`config.mk`:
```
export PLATFORM = sky130hd
export DESIGN_NAME = seq_mult
export DESIGN_NICKNAME = d
export VERILOG_FILES = /design/src/rtl/seq_mult_pkg.sv /design/src/rtl/seq_mult_core.sv /design/src/rtl/seq_mult.sv
export SDC_FILE = /design/constraint.sdc
export NUM_CORES = 1
export LEC_CHECK = 0
export CAP_MARGIN = 20
export CORE_AREA = 4 4 139 141
export CTS_BUF_LIST = sky130_fd_sc_hd__clkbuf_2
export DETAILED_ROUTE_END_ITERATION = 10
export DIE_AREA = 0 0 143 145
export GPL_TIMING_DRIVEN = 0
export PLACE_DENSITY = 0.76
export SETUP_SLACK_MARGIN = 0.1
export SLEW_MARGIN = 40
export SYNTH_ARGS = -nofsm -noshare
export SYNTH_HDL_FRONTEND = slang
export SYNTH_HIERARCHICAL = 1
export SYNTH_SLANG_ARGS = --single-unit
```
`constraint.sdc`:
```
create_clock -name clk -period 4.5 [get_ports clk]
set_clock_uncertainty 0.05 [all_clocks]
set_input_delay 0.45 -clock clk [delete_from_list [all_inputs] [get_ports clk]]
set_output_delay 0.45 -clock clk [all_outputs]
set_load 0.02 [all_outputs]
```
`src/rtl/seq_mult_pkg.sv`:
```
// Shared types and helpers for the iterative shift-add multiplier.
// mag() works on a wide sign-extended value so one function serves any WIDTH < MAG_W.
package seq_mult_pkg;

  typedef enum logic [1:0] {
    IDLE = 2'd0,
    CALC = 2'd1,
    DONE = 2'd2
  } mult_state_t;

  localparam int MAG_W = 128;

  // Caller sign-extends (signed mode) or zero-extends (unsigned) before calling.
  function automatic logic [MAG_W-1:0] mag(input logic [MAG_W-1:0] val, input logic is_signed);
    logic [MAG_W-1:0] res;
    if (is_signed && val[MAG_W-1]) begin
      res = ~val + 128'd1;
    end else begin
      res = val;
    end
    return res;
  endfunction

endpackage

```
`src/rtl/seq_mult_core.sv`:
```
// Accumulator / multiplier shift register / iteration counter for the shift-add multiplier.
// o_product_next exposes the accumulator value after the current step so the last step can be captured.
module seq_mult_core
  import seq_mult_pkg::*;
#(
  parameter int WIDTH = 24
) (
  input  logic                 clk,
  input  logic                 rst,
  input  logic                 i_load,
  input  logic                 i_step,
  input  logic [WIDTH-1:0]     i_mcand,
  input  logic [WIDTH-1:0]     i_mplier,
  output logic                 o_last,
  output logic [2*WIDTH-1:0]   o_product_next
);

  localparam int CNT_W = (WIDTH > 2) ? $clog2(WIDTH) : 1;

  logic [2*WIDTH:0]  r_acc;
  logic [WIDTH-1:0]  r_mcand;
  logic [WIDTH-1:0]  r_mplier;
  logic [CNT_W-1:0]  r_cnt;

  logic [WIDTH:0]    w_upper;
  logic [WIDTH:0]    w_sum;
  logic [WIDTH:0]    w_upper_sel;
  logic [2*WIDTH:0]  w_acc_next;

  // Conditional add into the upper half, then shift the whole accumulator right.
  always_comb begin
    w_upper     = r_acc[2*WIDTH:WIDTH];
    w_sum       = w_upper + {1'b0, r_mcand};
    if (r_mplier[0]) begin
      w_upper_sel = w_sum;
    end else begin
      w_upper_sel = w_upper;
    end
    w_acc_next  = {w_upper_sel, r_acc[WIDTH-1:0]} >> 1;
  end

  // Datapath registers: cleared on reset and load, advanced on each step.
  always_ff @(posedge clk) begin
    if (rst) begin
      r_acc    <= '0;
      r_mcand  <= '0;
      r_mplier <= '0;
      r_cnt    <= '0;
    end else if (i_load) begin
      r_acc    <= '0;
      r_mcand  <= i_mcand;
      r_mplier <= i_mplier;
      r_cnt    <= CNT_W'(WIDTH - 1);
    end else if (i_step) begin
      r_acc    <= w_acc_next;
      r_mplier <= r_mplier >> 1;
      r_cnt    <= r_cnt - CNT_W'(1);
    end
  end

  assign o_last         = (r_cnt == '0);
  assign o_product_next = w_acc_next[2*WIDTH-1:0];

endmodule

```
`src/rtl/seq_mult.sv`:
```
// Iterative signed/unsigned multiplier: magnitudes are multiplied unsigned over WIDTH
// cycles and the sign is reapplied when the result is registered.
module seq_mult
  import seq_mult_pkg::*;
#(
  parameter int WIDTH = 24
) (
  input  logic                 clk,
  input  logic                 rst,
  input  logic                 in_valid,
  output logic                 in_ready,
  input  logic                 is_signed,
  input  logic [WIDTH-1:0]     input0,
  input  logic [WIDTH-1:0]     input1,
  output logic                 out_valid,
  input  logic                 out_ready,
  output logic [2*WIDTH-1:0]   output0
);

  localparam int PAD = MAG_W - WIDTH;

  mult_state_t         r_state;
  mult_state_t         w_state_next;
  logic                r_neg;
  logic [2*WIDTH-1:0]  r_output0;

  logic                w_load;
  logic                w_step;
  logic                w_done_wr;
  logic                w_last;
  logic [MAG_W-1:0]    w_a_ext;
  logic [MAG_W-1:0]    w_b_ext;
  logic [WIDTH-1:0]    w_a_mag;
  logic [WIDTH-1:0]    w_b_mag;
  logic [2*WIDTH-1:0]  w_prod_next;
  logic [2*WIDTH-1:0]  w_prod_signed;

  // Operand magnitudes; the most negative value maps to 2^(WIDTH-1), which still fits.
  always_comb begin
    w_a_ext = {{PAD{is_signed & input0[WIDTH-1]}}, input0};
    w_b_ext = {{PAD{is_signed & input1[WIDTH-1]}}, input1};
    w_a_mag = WIDTH'(mag(w_a_ext, is_signed));
    w_b_mag = WIDTH'(mag(w_b_ext, is_signed));
  end

  // State register.
  always_ff @(posedge clk) begin
    if (rst) begin
      r_state <= IDLE;
    end else begin
      r_state <= w_state_next;
    end
  end

  // Next-state and datapath control; DONE never accepts, so no bypass from DONE to CALC.
  always_comb begin
    w_state_next = r_state;
    w_load       = 1'b0;
    w_step       = 1'b0;
    w_done_wr    = 1'b0;
    case (r_state)
      IDLE: begin
        if (in_valid) begin
          w_load       = 1'b1;
          w_state_next = CALC;
        end else begin
          w_state_next = IDLE;
        end
      end
      CALC: begin
        w_step = 1'b1;
        if (w_last) begin
          w_done_wr    = 1'b1;
          w_state_next = DONE;
        end else begin
          w_state_next = CALC;
        end
      end
      DONE: begin
        if (out_ready) begin
          w_state_next = IDLE;
        end else begin
          w_state_next = DONE;
        end
      end
      default: begin
        w_state_next = IDLE;
      end
    endcase
  end

  seq_mult_core #(
    .WIDTH (WIDTH)
  ) u_core (
    .clk            (clk),
    .rst            (rst),
    .i_load         (w_load),
    .i_step         (w_step),
    .i_mcand        (w_a_mag),
    .i_mplier       (w_b_mag),
    .o_last         (w_last),
    .o_product_next (w_prod_next)
  );

  // Two's-complement negate wraps at 2*WIDTH bits.
  always_comb begin
    if (r_neg) begin
      w_prod_signed = ~w_prod_next + {{(2*WIDTH-1){1'b0}}, 1'b1};
    end else begin
      w_prod_signed = w_prod_next;
    end
  end

  // Result sign captured at accept; product register written only on the final step.
  always_ff @(posedge clk) begin
    if (rst) begin
      r_neg     <= 1'b0;
      r_output0 <= '0;
    end else begin
      if (w_load) begin
        r_neg <= is_signed & (input0[WIDTH-1] ^ input1[WIDTH-1]);
      end
      if (w_done_wr) begin
        r_output0 <= w_prod_signed;
      end
    end
  end

  assign in_ready  = (r_state == IDLE);
  assign out_valid = (r_state == DONE);
  assign output0   = r_output0;

endmodule

```
=== Word-level counts from Yosys, hierarchy flattened ===
Cells that the tools add are included.

* Word-level logic and storage cells: 45
* Register bits after elaboration: 152
* Bits of input ports: 53

* Reduce and logical (&&, ||, !) cells: 6
* Multiplexer cells: 17
* Eq/ne operators: 2
* Bitwise logic cells: 7
* Add/subtract/negate cells: 5

{| class="wikitable"
|+ Operators with widths
! operator !! number
|-
| 24-bit two-way mux || 4
|-
| 24-bit by 1-bit adder with 24-bit output, second input constant || 2
|-
| 48-bit by 1-bit adder with 48-bit output, second input constant || 1
|-
| 48-bit two-way mux || 1
|-
| 24-bit NOT || 2
|-
| 48-bit NOT || 1
|-
| 24-bit by 24-bit adder with 25-bit output || 1
|-
| 25-bit two-way mux || 1
|-
| 5-bit two-way mux || 2
|-
| 1-bit two-way mux || 6
|-
| 2-bit case mux with 3 select lines || 1
|-
| 5-bit zero test || 1
|-
| 5-bit by 1-bit subtractor with 5-bit output, second input constant || 1
|-
| 2-bit two-way mux || 2
|-
| 1-bit AND || 3
|-
| 2-bit by 1-bit == test with 1-bit output, second input constant || 1
|-
| 2-bit == test, second input constant || 1
|-
| 1-bit logical AND || 2
|-
| 2-bit zero test || 1
|-
| 2-bit nonzero test || 1
|-
| 2-bit OR reduction || 1
|-
| 1-bit bitwise XOR || 1
|}

=== Longest topological paths before layout ===
* Depth after elaboration: 5
* Depth in mapped cells: 14
* Gate-level depth less buffers: 14

=== By module ===
The synthesis kept the hierarchy.

{| class="wikitable"
|+ By module, submodules not included
! module !! cells an instance !! instances !! area an instance (µm²) !! sequential area each (µm²)
|-
| seq_mult_core || 706 || 1 || 5865.6 || 2001.9
|-
| seq_mult || 499 || 1 || 3877.5 || 1021.0
|}

=== Worst setup path after synthesis ===
No wires, ideal clock.

* Path kind: register to register
* Start: register u_core.r_acc[24]
* End: register r_output0[45], in the netlist output0[45]
* Data arrival time: 3595 ps
* Clock period less this slack: 3731 ps
* Data required time: 4364 ps
* Slack: 769 ps
* Library setup time: 86 ps
* Stages on the path, launching flop included: 14
* Cells stage by stage: dfxtp_1 ha_1 fa_1 a21o_1 a31o_1 a221oi_4 xnor2_1 mux2_4 or4_4 or4_4 nor3_1 a21oi_1 xnor2_1 a211oi_1

* Cells in the longest elaborated chain, start to end: 5

{| class="wikitable"
|+ Ends and longest elaborated chain
! item !! line !! text
|-
| start: declaration || seq_mult_core.sv:20 || <nowiki>logic [2*WIDTH:0] r_acc;</nowiki>
|-
| start signal: assignment || seq_mult_core.sv:55 || <nowiki>r_acc <= w_acc_next;</nowiki>
|-
| 24-bit by 24-bit adder with 25-bit output || seq_mult_core.sv:33 || <nowiki>w_sum = w_upper + {1'b0, r_mcand};</nowiki>
|-
| 25-bit two-way mux || seq_mult_core.sv:34 || <nowiki>if (r_mplier[0]) begin</nowiki>
|-
| net w_prod_next[33] || seq_mult.sv:35 || <nowiki>logic [2*WIDTH-1:0] w_prod_next;</nowiki>
|-
| 48-bit NOT || seq_mult.sv:108 || <nowiki>w_prod_signed = ~w_prod_next + {{(2*WIDTH-1){1'b0}}, 1'b1};</nowiki>
|-
| 48-bit by 1-bit adder with 48-bit output || seq_mult.sv:108 ||
|-
| 48-bit two-way mux || seq_mult.sv:107 || <nowiki>if (r_neg) begin</nowiki>
|-
| end signal: assignment || seq_mult.sv:124 || <nowiki>r_output0 <= w_prod_signed;</nowiki>
|-
| end: declaration || seq_mult.sv:25 || <nowiki>logic [2*WIDTH-1:0] r_output0;</nowiki>
|}

The timed path passes the listed nets, and every way through them passes these cells.
A chain may end at the register's enable or synchronous reset.

=== Final worst setup path ===
Same ends and word-level chain as after synthesis.

==> run_results.csv <==
group,metric,value,unit
clock_network,clk_pin_slew,0.22,ns
synthesis,synth_nets,1288,
place,placed_area,0.0110,mm²
sta,fin_tns_setup,0,ns
route,wl_per_cell,16.5,µm
critical_path,slowest_delay,0.51,ns
layout,layout_commonest_cell,"nor2_1",
global_routing,grt_overflow_total,0,
place,io_buffers,101,
clock_network,clock_latency,0.76,ns
floorplanning,pin_count,103,
clock_network,post-cts-setup-buffers,0,
route,top_layer_used,"met4",
critical_path,cp_max_fo,7,
route,dr.pass1.iters,5,
route,wirelength_met1,12.3,mm
route,wirelength,25.9,mm
floorplanning,start_util,54.2,%
global_routing,track_usage,24.5,%
pwr,p_switching,1.17,mW
synthesis,yosysWarnings,6,
route,first_iter_violations,730,
flow_run,drv_cap,0,
pwr,power_density,284,mW/mm²
global_routing,grt_pass1_wl,42.0,mm
route,dr_wl_met2,11.6,mm
critical_path,cp.required,5.13,ns
layout,final_cell_mix,"219 x nor2_1, 151 x dfxtp_1, 101 x clkdlybuf4s50_1, 88 x mux2i_1, 87 x a21oi_1",
sta,rsz0062_at_grt,"no",
min_path,hold_path.startpoint,"out_ready",
critical_path,endpoint_kind,"flip-flop",
pwr,clkPwrFrac,22.4,%
place,routabilityCongestion,0.940,
critical_path,crit_slowest_cell,"or4_4",
sta,drv_slew,0,
critical_path,worstPathArrival,4.84,ns
global_routing,grt_max_degree,17,
global_routing,antenna_found_initial,1,
global_routing,grt_pass1_vias,8315,
layout,area.sequential,0.00302,mm²
clock_network,cts_tree,"done",
synthesis,synthCells,1205,
synthesis,avgSynthCellArea,8.09,µm²
floorplanning,row_count,49,
clock_network,ctsHtreeMaxLevel,4,
synthesis,ys_types,89,
place,dp_hpwl,20.3,mm
sta,fin_crit_sh,93.6,%
route,ant_nets,0,
layout,drive_above_1_share,7.54,%
critical_path,startpoint_type,"flip-flop",
critical_path,path_class,"reg -> reg",
min_path,holdCritPathClass,"in -> reg",
route,drc,0,
critical_path,r2r-start,"u_core/r_acc[24]$_SDFFE_PP0P_",
pwr,peakVddDrop,0.000162,V
clock_network,ctsRootBufferMaster,"clkbuf_2",
status,status,"completed",
clock_network,clkSinkCount,151,
synthesis,async_reset_ff_share,0,%
synthesis,synth_ff_type,"dfxtp_1",
sta,timing.fmax,237,MHz
layout,fin_area,0.0113,mm²
clock_network,clockBufferDepth,2,
pwr,intPower,2.03,mW
synthesis,ys_seq_area_share,31.0,%
floorplanning,dieWidth,143,µm
pwr,seq_power_share,46.8,%
critical_path,crit_chain,"ha_1, fa_1, a21o_1, a31o_1, a221oi_4, a21oi_2, xnor2_1, a21oi_1, or2_2, or4_4, nor3_1, a21oi_1, xnor2_1, a211oi_1",
floorplanning,core_area,0.0180,mm²
synthesis,ys_ff_latch,151,
synthesis,synth_edf_count,0,
pwr,power_frac_comb,30.8,%
sta,hold_slack,0.262,ns
clock_network,cts_resized,0,
critical_path,cp-startpoint,"u_core/r_acc[24]$_SDFFE_PP0P_",
sta,setup_violations,0,
floorplanning,dieArea,0.0207,mm²
route,drt-vias-per-instance,5.77,
layout,multiInputGateArea,0.00614,mm²
clock_network,numCtsBuffers,17,
synthesis,synthesis.area,0.00974,mm²
route,vias,9058,
pwr,p_leak,4.40,nW
route,met3_length,1.66,mm
pwr,switching_share,36.5,%
sta,maxSlewHeadroom,47.8,%
floorplanning,die_h,145,µm
layout,nNetsFinal,1409,
sta,finalCriticalPeriod,4.21,ns
layout,num-fill-cells,1647,
sta,worst_pin_slew,0.783,ns
sta,hold_violations,0,
layout,area_delta_synth_final,15.6,%
[power groups by stage]
stage / Combinational (mW) / Sequential (mW) / Clock [mW]
4_1_cts: 0.978 / 1.49 / 0.731
6_report: 0.986 / 1.50 / 0.715
3_3_place_gp: 0.958 / 1.52 / 0
2_1_floorplan: 0.645 / 1.54 / 0
3_5_place_dp: 0.973 / 1.52 / 0
5_1_grt: 1.08 / 1.51 / 0.785
[cell usage after synthesis, types with 23 or more instances]
| cell | n | area (µm²) |
|---|---|---|
| nor2_1 | 219 | 822 |
| dfxtp_1 | 151 | 3020 |
| mux2i_1 | 88 | 881 |
| a21oi_1 | 87 | 435 |
| nand2_1 | 62 | 233 |
| xor2_1 | 59 | 517 |
| clkbuf_1 | 51 | 191 |
| a211oi_1 | 41 | 308 |
| o21ai_0 | 40 | 200 |
| xnor2_1 | 37 | 324 |
| ha_1 | 29 | 363 |
| nor3_1 | 28 | 140 |
| inv_1 | 25 | 93.8 |
| buf_4 | 23 | 173 |
[worst max-delay path: cells and delay by family (launching register included)]
| kind | cells | cell delay [ns] |
|---|---|---|
| adders and majority gates | 2 | 0.63 |
| xor gates and xnor gates | 2 | 0.47 |
| AOI/OAI and AO/OA | 7 | 1.55 |
| and+or+nand+nor | 3 | 1.06 |
| DFF | 1 | 0.37 |
[cells by family after synthesis]
kind of cell / after synthesis / share of synthesized area, %
AOI/OAI and AO/OA: 286 / 19.5
xor gates and xnor gates: 96 / 8.63
adders and majority gates: 30 / 3.93
buffers and inverters: 121 / 6.04
DFF: 151 / 31.0
muxes: 99 / 10.4
and+or+nand+nor: 422 / 20.5
[path summary, 6_finish.rpt]
kind                              end  slack, ns  depth (start not counted)
min             r_state[1]$_SDFF_PP0_       0.26                          3
max          output0[45]$_SDFFE_PP0N_       0.29                         14
max reg2reg  output0[45]$_SDFFE_PP0N_       0.29                         14
min reg2reg   output0[0]$_SDFFE_PP0N_       0.43                          2
[layer usage]
metal | up-vias | GRT usage, %
met3 | 30 | 4.21
met2 | 301 | 38.7
li1 | 4544 | -
met5 | - | 0
met1 | 4183 | 34.8
met4 | 0 | 5.80
[timing repair]
item,4_1_cts,5_1_grt
hold buffers,1,0
setup endpoints to repair,0,0
endpoints found under the hold margin,3,0
[through the flow]
step	cells	power [mW]	utilization (%)	worst slack, ns
2_1_floorplan	1205	2.18	-	0.769
3_5_place_dp	1535	2.49	61.5	0.403
6_report	1569	3.20	62.7	0.288
4_1_cts	1568	3.20	62.6	0.332
3_3_place_gp	1535	2.48	61.5	0.418
5_1_grt	1569	3.38	62.7	0.120
[flip-flops by register name, summed over array words and instances (netlist names)]
name	count
output0	48
u_core/r_cnt	5
r_neg	1
u_core/r_mcand	24
u_core/r_mplier	24
r_state	2
u_core/r_acc	47
[area by class of cell]
cell class	count	share of cell area [%]
sequential	151	26.8
multi-input combinational	933	54.5
timing repair buffer	102	9.07
antenna	1	0.0222
clock inverter	13	0.944
buffer	96	4.39
inverter	25	0.833
clock buffer	19	0.844
tap	229	2.54
(Power assumes the default switching activity.)
